<file path="src/rtl/proc_sequencer_pkg.sv">
// Shared widths, state encoding and the command-length legality rule for proc_sequencer.
package proc_sequencer_pkg;

  localparam int DATA_WIDTH = 32;
  localparam int ADDR_WIDTH = 10;
  localparam int OP_WIDTH   = 3;
  localparam int LEN_WIDTH  = 11;

  localparam logic [LEN_WIDTH-1:0] MAX_LEN = LEN_WIDTH'(1 << ADDR_WIDTH);

  typedef enum logic [3:0] {
    S_IDLE,
    S_LOAD_A,
    S_LOAD_B,
    S_LOAD_OP,
    S_RUN,
    S_DRAIN,
    S_R_ISSUE,
    S_R_WAIT,
    S_R_CAP,
    S_R_OUT
  } seq_state_t;

  function automatic logic len_legal(input logic [LEN_WIDTH-1:0] len);
    return (len != '0) && (len <= MAX_LEN);
  endfunction

endpackage

</file>
<file path="src/rtl/proc_sequencer_seq_watchdog.sv">
// Cycle watchdog for the RUN phase: counts enabled cycles, flags the last one before TIMEOUT.
module seq_watchdog #(
  parameter int TIMEOUT = 2047
) (
  input  logic CLK,
  input  logic RST,
  input  logic clear,
  input  logic enable,
  output logic expired
);

  localparam int CW = $clog2(TIMEOUT + 1);

  logic [CW-1:0] count;

  always_ff @(posedge CLK or negedge RST) begin
    if (!RST) begin
      count <= '0;
    end else if (clear) begin
      count <= '0;
    end else if (enable && !expired) begin
      count <= count + CW'(1);
    end
  end

  // Asserted during the TIMEOUT-th enabled cycle so the registered reaction lands exactly TIMEOUT cycles in.
  assign expired = enable && (count == CW'(TIMEOUT - 1));

endmodule

</file>
<file path="src/rtl/proc_sequencer.sv">
// Host-side sequencer for top_processor: load A/B/op BRAMs, run, wait for done, stream results out.
module proc_sequencer
  import proc_sequencer_pkg::*;
#(
  parameter int TIMEOUT = 2047
) (
  input  logic                  CLK,
  input  logic                  RST,
  input  logic                  cmd_valid_i,
  output logic                  cmd_ready_o,
  input  logic [LEN_WIDTH-1:0]  cmd_len_i,
  input  logic [DATA_WIDTH-1:0] s_data_i,
  input  logic                  s_valid_i,
  output logic                  s_ready_o,
  output logic [DATA_WIDTH-1:0] m_data_o,
  output logic                  m_valid_o,
  input  logic                  m_ready_i,
  output logic                  busy_o,
  output logic                  err_o,
  output logic [DATA_WIDTH-1:0] proc_data_o,
  output logic [ADDR_WIDTH-1:0] proc_addr_data_o,
  output logic                  proc_ena_a_o,
  output logic                  proc_wea_a_o,
  output logic                  proc_ena_b_o,
  output logic                  proc_wea_b_o,
  output logic                  proc_ena_res_o,
  output logic                  proc_wea_res_o,
  output logic [OP_WIDTH-1:0]   proc_op_o,
  output logic [ADDR_WIDTH-1:0] proc_addr_op_o,
  output logic                  proc_ena_op_o,
  output logic                  proc_wea_op_o,
  output logic                  proc_start_o,
  input  logic                  proc_done_i,
  input  logic [DATA_WIDTH-1:0] proc_result_i
);

  seq_state_t state, state_nxt;
  logic [LEN_WIDTH-1:0]  k, k_nxt, len_q, len_nxt;
  logic [DATA_WIDTH-1:0] data_nxt, m_data_nxt;
  logic [ADDR_WIDTH-1:0] addr_nxt, addr_op_nxt;
  logic [OP_WIDTH-1:0]   op_nxt;
  logic ena_a_nxt, ena_b_nxt, ena_op_nxt, ena_res_nxt, start_nxt, err_nxt, m_valid_nxt;
  logic s_hs, last_k, wd_clear, wd_enable, wd_expired;

  assign cmd_ready_o = (state == S_IDLE);
  assign busy_o      = (state != S_IDLE);
  assign s_ready_o   = ((state == S_LOAD_A) || (state == S_LOAD_B) || (state == S_LOAD_OP)) && (k < len_q);
  assign s_hs        = s_valid_i && s_ready_o;
  assign last_k      = (k == len_q - LEN_WIDTH'(1));
  assign wd_clear    = (state != S_RUN);
  assign wd_enable   = (state == S_RUN);

  seq_watchdog #(.TIMEOUT(TIMEOUT)) u_watchdog (
    .CLK     (CLK),
    .RST     (RST),
    .clear   (wd_clear),
    .enable  (wd_enable),
    .expired (wd_expired)
  );

  always_comb begin
    state_nxt   = state;
    k_nxt       = k;
    len_nxt     = len_q;
    data_nxt    = proc_data_o;
    addr_nxt    = proc_addr_data_o;
    op_nxt      = proc_op_o;
    addr_op_nxt = proc_addr_op_o;
    m_data_nxt  = m_data_o;
    m_valid_nxt = m_valid_o;
    ena_a_nxt   = 1'b0;
    ena_b_nxt   = 1'b0;
    ena_op_nxt  = 1'b0;
    ena_res_nxt = 1'b0;
    start_nxt   = 1'b0;
    err_nxt     = 1'b0;

    case (state)
      S_IDLE: begin
        if (cmd_valid_i) begin
          if (len_legal(cmd_len_i)) begin
            len_nxt   = cmd_len_i;
            k_nxt     = '0;
            state_nxt = S_LOAD_A;
          end else begin
            err_nxt = 1'b1;
          end
        end
      end
      S_LOAD_A, S_LOAD_B, S_LOAD_OP: begin
        if (s_hs) begin
          data_nxt   = s_data_i;
          addr_nxt   = k[ADDR_WIDTH-1:0];
          ena_a_nxt  = (state == S_LOAD_A);
          ena_b_nxt  = (state == S_LOAD_B);
          ena_op_nxt = (state == S_LOAD_OP);
          if (state == S_LOAD_OP) begin
            op_nxt      = s_data_i[OP_WIDTH-1:0];
            addr_op_nxt = k[ADDR_WIDTH-1:0];
          end
          if (last_k) begin
            k_nxt = '0;
            case (state)
              S_LOAD_A: state_nxt = S_LOAD_B;
              S_LOAD_B: state_nxt = S_LOAD_OP;
              default:  state_nxt = S_RUN;
            endcase
          end else begin
            k_nxt = k + LEN_WIDTH'(1);
          end
        end
      end
      S_RUN: begin
        if (proc_done_i) begin
          state_nxt = S_DRAIN;
        end else if (wd_expired) begin
          err_nxt   = 1'b1;
          state_nxt = S_IDLE;
        end
      end
      S_DRAIN: begin
        if (!proc_done_i) state_nxt = S_R_ISSUE;
      end
      S_R_ISSUE: state_nxt = S_R_WAIT;
      S_R_WAIT:  state_nxt = S_R_CAP;
      S_R_CAP: begin
        m_data_nxt  = proc_result_i;
        m_valid_nxt = 1'b1;
        state_nxt   = S_R_OUT;
      end
      S_R_OUT: begin
        if (m_ready_i) begin
          m_valid_nxt = 1'b0;
          if (last_k) begin
            k_nxt     = '0;
            state_nxt = S_IDLE;
          end else begin
            k_nxt     = k + LEN_WIDTH'(1);
            state_nxt = S_R_ISSUE;
          end
        end
      end
      default: state_nxt = S_IDLE;
    endcase

    // Start and result-read strobes are derived from the state being entered so they are registered yet aligned.
    start_nxt = (state_nxt == S_RUN);
    if (state_nxt == S_R_ISSUE) begin
      ena_res_nxt = 1'b1;
      addr_nxt    = k_nxt[ADDR_WIDTH-1:0];
    end
  end

  always_ff @(posedge CLK or negedge RST) begin
    if (!RST) begin
      state            <= S_IDLE;
      k                <= '0;
      len_q            <= '0;
      m_data_o         <= '0;
      m_valid_o        <= 1'b0;
      err_o            <= 1'b0;
      proc_data_o      <= '0;
      proc_addr_data_o <= '0;
      proc_op_o        <= '0;
      proc_addr_op_o   <= '0;
      proc_ena_a_o     <= 1'b0;
      proc_wea_a_o     <= 1'b0;
      proc_ena_b_o     <= 1'b0;
      proc_wea_b_o     <= 1'b0;
      proc_ena_op_o    <= 1'b0;
      proc_wea_op_o    <= 1'b0;
      proc_ena_res_o   <= 1'b0;
      proc_wea_res_o   <= 1'b0;
      proc_start_o     <= 1'b0;
    end else begin
      state            <= state_nxt;
      k                <= k_nxt;
      len_q            <= len_nxt;
      m_data_o         <= m_data_nxt;
      m_valid_o        <= m_valid_nxt;
      err_o            <= err_nxt;
      proc_data_o      <= data_nxt;
      proc_addr_data_o <= addr_nxt;
      proc_op_o        <= op_nxt;
      proc_addr_op_o   <= addr_op_nxt;
      proc_ena_a_o     <= ena_a_nxt;
      proc_wea_a_o     <= ena_a_nxt;
      proc_ena_b_o     <= ena_b_nxt;
      proc_wea_b_o     <= ena_b_nxt;
      proc_ena_op_o    <= ena_op_nxt;
      proc_wea_op_o    <= ena_op_nxt;
      proc_ena_res_o   <= ena_res_nxt;
      proc_wea_res_o   <= 1'b0;
      proc_start_o     <= start_nxt;
    end
  end

endmodule

</file>
<file path="config.mk">
export PLATFORM = sky130hd
export DESIGN_NAME = proc_sequencer
export DESIGN_NICKNAME = d
export VERILOG_FILES = /design/src/rtl/proc_sequencer_pkg.sv /design/src/rtl/proc_sequencer_seq_watchdog.sv /design/src/rtl/proc_sequencer.sv
export SDC_FILE = /design/constraint.sdc
export NUM_CORES = 1
export LEC_CHECK = 0
export ABC_AREA = 1
export ABC_CLOCK_PERIOD_IN_PS = 2900
export BUFFER_PORTS_ARGS = -buffer_cell sky130_fd_sc_hd__buf_2
export CORE_MARGIN = 5
export CORE_UTILIZATION = 50
export CTS_CLUSTER_SIZE = 12
export DETAILED_ROUTE_END_ITERATION = 16
export MAX_ROUTING_LAYER = met4
export PLACE_DENSITY = 0.77
export SLEW_MARGIN = 10
export SYNTH_ARGS = -nofsm -noshare
export SYNTH_HDL_FRONTEND = slang
export SYNTH_SLANG_ARGS = --single-unit
</file>
<file path="constraint.sdc">
create_clock -name CLK -period 2.9 [get_ports CLK]
set_input_delay 0.145 -clock CLK [delete_from_list [all_inputs] [get_ports CLK]]
set_output_delay 0.145 -clock CLK [all_outputs]
set_load 0.05 [all_outputs]
</file>
# Word level (Yosys, flattened, before mapping)
# Cells that the tools add are included.
# W data, S select, Z words.
word_totals:
  elab_cells: 99
  output_inout_bits: 101
  register_bits: 131
op_classes:
  n_reduce_logical: 23
  order_cmp: 2
  n_mux: 36
  add_sub_neg: 3
  eq_ne: 18
ops:
  columns: ["operator", "n"]
  rows:
  - ["$mux W11", 7]
  - ["$pmux W11 S3", 1]
  - ["$mux W4", 8]
  - ["$pmux W4 S8", 1]
  - ["$mux W10", 3]
  - ["$eq A4 B3 Y1 const B", 6]
  - ["$add A11 B1 Y11 const B", 2]
  - ["$mux W1", 12]
  - ["$eq A11 B11 Y1", 1]
  - ["$eq A11 B11 Y1 const B", 1]
  - ["$le A11 B11 Y1 const B", 1]
  - ["$lt A11 B11 Y1", 1]
  - ["$reduce_bool A11 Y1", 1]
  - ["$sub A11 B1 Y11 const B", 1]
  - ["$eq A4 B2 Y1 const B", 2]
  - ["$eq A4 B4 Y1 const B", 2]
  - ["$reduce_bool A2 Y1", 4]
  - ["$ne A2 B2 Y1 const B", 3]
  - ["$pmux W3 S2", 1]
  - ["$reduce_and A2 Y1", 3]
  - ["$reduce_and A3 Y1", 2]
  - ["$logic_and A1 B1 Y1", 5]
  - ["$reduce_and A5 Y1", 1]
  - ["$eq A4 B1 Y1 const B", 1]
  - ["10 further kinds", 12]

# Depth between registers and ports, before layout
logic_depth:
  ltp_word: 10
  depth_mapped: 20
  mapped_depth_nobuf: 20

# Modules after synthesis
# A second synthesis with hierarchy kept.
hier_totals:
  cells_unflattened: 803
  hier_area_um2: 6696.4
by_module_without_submodules:
  columns: ["mod", "area_each_um2", "cells_each", "instances", "seq_area_each_um2"]
  rows:
  - ["proc_sequencer", 5967.0, 700, 1, 3002.9]
  - ["seq_watchdog", 729.4, 103, 1, 275.3]

# Worst setup path before layout
# Ideal clock, no wire load.
synth_timing:
  path_type: "register to register"
  start: "register state[1]"
  end: "register proc_addr_data_o[0]"
  n_path_buf: 1
  arrival_ns: 2.924
  stages_incl_launch_ff: 14
  setup_slack_ns: -0.142
  period_less_slack_ns: 3.042
  path_cell_list: "dfrtp_1 nor2_2 inv_1 nor2_1 inv_1 nor3_1 nor2_1 nand2_1 a21oi_1 nand3_1 buf_4 nand2_1 nand2_1 nand2_1"
synth_via:
  word_cells_on_any_way: 33
  cone_classes: "eq/ne: 10; mux: 13; reduce/logical: 10"
synth_lines:
  columns: ["item", "line_no", "rtl"]
  rows:
  - ["start: declaration", "proc_sequencer.sv:37", "seq_state_t state, state_nxt;"]
  - ["start signal: assignment", "proc_sequencer.sv:176", "state <= state_nxt;"]
  - ["$logic_not A4 Y1 (*)", null, null]
  - ["net cmd_ready_o", "proc_sequencer.sv:10", "output logic cmd_ready_o,"]
  - ["$pmux W4 S8", "proc_sequencer.sv:78", "case (state)"]
  - ["$eq A4 B3 Y1", "proc_sequencer.sv:148", "if (state_nxt == S_R_ISSUE) begin"]
  - ["$reduce_bool A2 Y1 (no line)", null, null]
  - ["$reduce_and A2 Y1 (no line)", null, null]
  - ["end signal: assignment", "proc_sequencer.sv:183", "proc_addr_data_o <= addr_nxt;"]
  - ["end: declaration", "proc_sequencer.sv:21", "output logic [ADDR_WIDTH-1:0] proc_addr_data_o,"]
# Mark *: on every way through the listed nets, which the timed path passes. The rest lies on a longest branch. The select of a mux whose other input is x is not followed.
# A chain may end at the register's enable or synchronous reset.

# Worst setup path after layout
layout_timing:
  start: "register len_q[2]"
  end: "register proc_op_o[0]"
layout_via:
  elab_chain_cells: 4
layout_lines:
  columns: ["item", "line_no", "rtl"]
  rows:
  - ["start: declaration", "proc_sequencer.sv:38", "logic [LEN_WIDTH-1:0] k, k_nxt, len_q, len_nxt;"]
  - ["start signal: assignment", "proc_sequencer.sv:178", "len_q <= len_nxt;"]
  - ["$lt A11 B11 Y1", "proc_sequencer.sv:47", "assign s_ready_o = ((state == S_LOAD_A) || (state == S_LOAD_B) || (state == S_LOAD_OP)) && (k < len_q);"]
  - ["$logic_and A1 B1 Y1", "proc_sequencer.sv:47", null]
  - ["$logic_and A1 B1 Y1", "proc_sequencer.sv:48", "assign s_hs = s_valid_i && s_ready_o;"]
  - ["$reduce_and A3 Y1 (no line)", null, null]
  - ["end signal: assignment", "proc_sequencer.sv:184", "proc_op_o <= op_nxt;"]
  - ["end: declaration", "proc_sequencer.sv:28", "output logic [OP_WIDTH-1:0] proc_op_o,"]
# Every way passes these cells.

==> flow_summary.toml <==
[run_status]
status = "completed"

[sta]
post-route-min-period_ps = 2720
fmax_mhz = 368
hold_violations = 0
worst_slack_ps = 180
finalMaxSlewViolations = 0
fin_crit_sh_pct = 93.8
worst_clock_skew_ps = 13.2
finalSetupViolations = 0
relSlewSlack_pct = 46.3
fin_tns_setup_ps = 0
tightest_slew_ps = 805

[placement]
dpl_worst_slack_ps = 212
hpwl_um = 12100
portBuffers = 180
gp_congestion = 0.949
dpl_cell_area_mm2 = 0.00752

[final_layout]
fin_area_mm2 = 0.00886
area_growth_pct = 38.8
final_common_cell = "nand2_1"
final_nets = 1127
diodes = 0
layout_common_cells = "nand2_1 (263), buf_2 (179), dfrtp_1 (130)"
drive_gt1_share_pct = 26.9
fillCellCount = 904

[synth]
syn_area_mm2 = 0.00638
ys_types = 36
yosysWarnings = 0
syn_area_per_cell_um2 = 8.33
netlist_instances = 766
synth_nets = 862
yosysSeqAreaShare_pct = 51.4
ys_seq_elements = 131

[pwr]
peakVddDrop_mv = 0.504
p_leak_nw = 4.71
total_power_w = 0.00690
p_per_area_mw_per_mm2 = 779

[min_path]
whs_endpoint = "proc_op_o[1]"
min_from = "s_data_i[1]"
hold_depth = 3
hp-class = "primary input to flop"

[drt]
antenna_left = 0
drt_iter0_markers = 418
drc_errors = 0
wl_met1_um = 7520
wl_um = 18900
wl_met3_um = 1700
vias = 6175
highest_layer = "met4"
wire_per_inst_um = 15.6
first_pass_iters = 5
viasPerCell = 5.08
wl_met2_um = 9340

[setup_path]
worstPathRequired_ps = 3190
reg2regPathDepth = 12
cp-start-kind = "flop"
cp_cell_sequence = "inv_1 -> ha_1 -> a21oi_1 -> o21ai_0 -> nand3_1 -> nand3_1 -> nor3_4 -> inv_1 -> nor2_2 -> clkinvlp_4 -> nand2_1 -> o21ai_0"
worstPathArrival_ps = 3010
crit_type = "flop to flop"
reg2reg_from = "len_q[2]"
endpoint_kind = "flop"
worstPathMaxFanout = 13
max_stage_delay_ps = 450
critPathSlowestCell = "dfrtp_2"
r2r_slack_ps = 180
reg2reg_to = "proc_op_o[0]"

[die]
start_util_pct = 50.8
io_pins = 182
rows = 41
die-area_mm2 = 0.0151
die_x_um = 123
die_h_um = 123
core-area_mm2 = 0.0126

[grt]
grt_pass1_vias = 6311
overflow = 0
grtUsageTotal_pct = 26.7
grt_pass1_wl_um = 30400
antenna_found_initial = 0
grt_max_degree = 89

[cts]
htreeDepth = 4
cts_buffers = 17
cts_root_buffer = "clkbuf_16"
clkTransAtPathRegs_ps = 60
cts_buffer_depth = 2
tritoncts = "yes"
clk_latency_ps = 430
cts.sinks = 131
cts_setup_buffers = 0

[job]
drv_cap = 0
==> flip-flops by register name, indices dropped and copies added, names as in the netlist <==
| signal | cells |
|---|---|
| len_q | 11 |
| proc_wea_op_o | 1 |
| m_data_o | 32 |
| m_valid_o | 1 |
| proc_data_o | 32 |
| proc_op_o | 3 |
| proc_wea_a_o | 1 |
| proc_addr_data_o | 10 |
| u_watchdog.count | 11 |
| state | 4 |
| proc_ena_res_o | 1 |
| err_o | 1 |
| proc_wea_b_o | 1 |
| proc_start_o | 1 |
| k | 11 |
| proc_addr_op_o | 10 |
==> critical path: cells and delay by family (launching register included) <==
family,cells,cell delay (ps)
simple gates,5,940
buf+inv,3,590
flops,1,450
compound gates,3,370
fa+ha+maj,1,260
==> layout make-up <==
type                       instances  area, um2  share of cell area (%)
sequential                       131       3280                    37.0
tap                              172        215                    2.43
timing repair inverter             1       7.51                  0.0847
inverter                          86        327                    3.69
clock buffer                      18        439                    4.96
timing repair buffer             271       1790                    20.3
clock inverter                    14        126                    1.43
multi-input combinational        523       2670                    30.1
==> worst max-delay path by stage <==
stage              from                  end  cells past startpoint
3_3_place_gp   len_q[2]  proc_addr_data_o[8]                     16
5_1_grt            k[2]         proc_op_o[0]                     11
4_1_cts        len_q[2]         proc_op_o[0]                     12
3_5_place_dp   len_q[2]         proc_op_o[0]                     12
2_1_floorplan  state[1]  proc_addr_data_o[0]                     13
6_report       len_q[2]         proc_op_o[0]                     12
==> per-stage QoR <==
stage               utilization, %  instances  hold WS (ps)
finish                        70.5       1216          10.8
detailed placement            59.8       1108           263
CTS                           70.3       1215          2.99
global placement              59.8       1108           269
global route                  70.5       1216          9.79
floorplan                        -        766          -151
==> synth_stat cells (all sizes together) <==
| master | instances | area, um2 |
|---|---|---|
| nand2 | 263 | 987 |
| dfrtp | 131 | 3280 |
| inv | 85 | 319 |
| nor2 | 63 | 267 |
| nand3 | 45 | 235 |
| o21ai | 45 | 225 |
| mux2 | 32 | 360 |
| nand4 | 17 | 106 |
| clkbuf | 16 | 60.1 |
| ha | 15 | 188 |
| a21oi | 11 | 55.1 |
| buf | 10 | 63.8 |
| nor3 | 8 | 51.3 |
| xor2 | 5 | 43.8 |
| xnor2 | 3 | 26.3 |
| a211oi | 2 | 15.0 |
| a31oi | 2 | 12.5 |
| nand3b | 2 | 15.0 |
| o21a | 2 | 15.0 |
| clkinv | 1 | 3.75 |
| conb | 1 | 3.75 |
| nor3b | 1 | 7.51 |
| nor4 | 1 | 6.26 |
| o211a | 1 | 10.0 |
| o211ai | 1 | 7.51 |
| o21bai | 1 | 7.51 |
| o22ai | 1 | 6.26 |
| or2 | 1 | 6.26 |
==> logic make-up (layout without fill, tap and decap cells) <==
logic type	after synthesis	in the layout	share of synthesized area, %
buffers and inverters	112	390	7.00
XOR/XNOR	8	8	1.10
other	1	1	0.0588
multiplexers	32	32	5.65
AO/OA/AOI/OAI	66	66	5.55
AND/OR/NAND/NOR	401	401	26.3
flip-flops	131	131	51.4
adder cells (fa/ha/maj)	15	15	2.94
==> per-layer routing <==
| metal | track usage, % | vias up |
|---|---|---|
| met1 | 31.9 | 2901 |
| li1 | - | 2960 |
| met3 | 7.82 | 40 |
| met4 | 8.79 | 0 |
| met2 | 43.6 | 274 |
| met5 | - | - |
==> timing repair <==
action	in CTS	in global routing
hold endpoints to repair	159	0
hold buffers	75	0
gates resized for setup	0	7
setup endpoints to repair	0	20
==> power by group <==
group,internal [W],leakage [nW],switching (W)
Clock,0.00121,0.283,0.000856
Combinational,0.000635,2.77,0.00184
Sequential,0.00215,1.65,0.000214
Power figures use the tool's default switching activity.
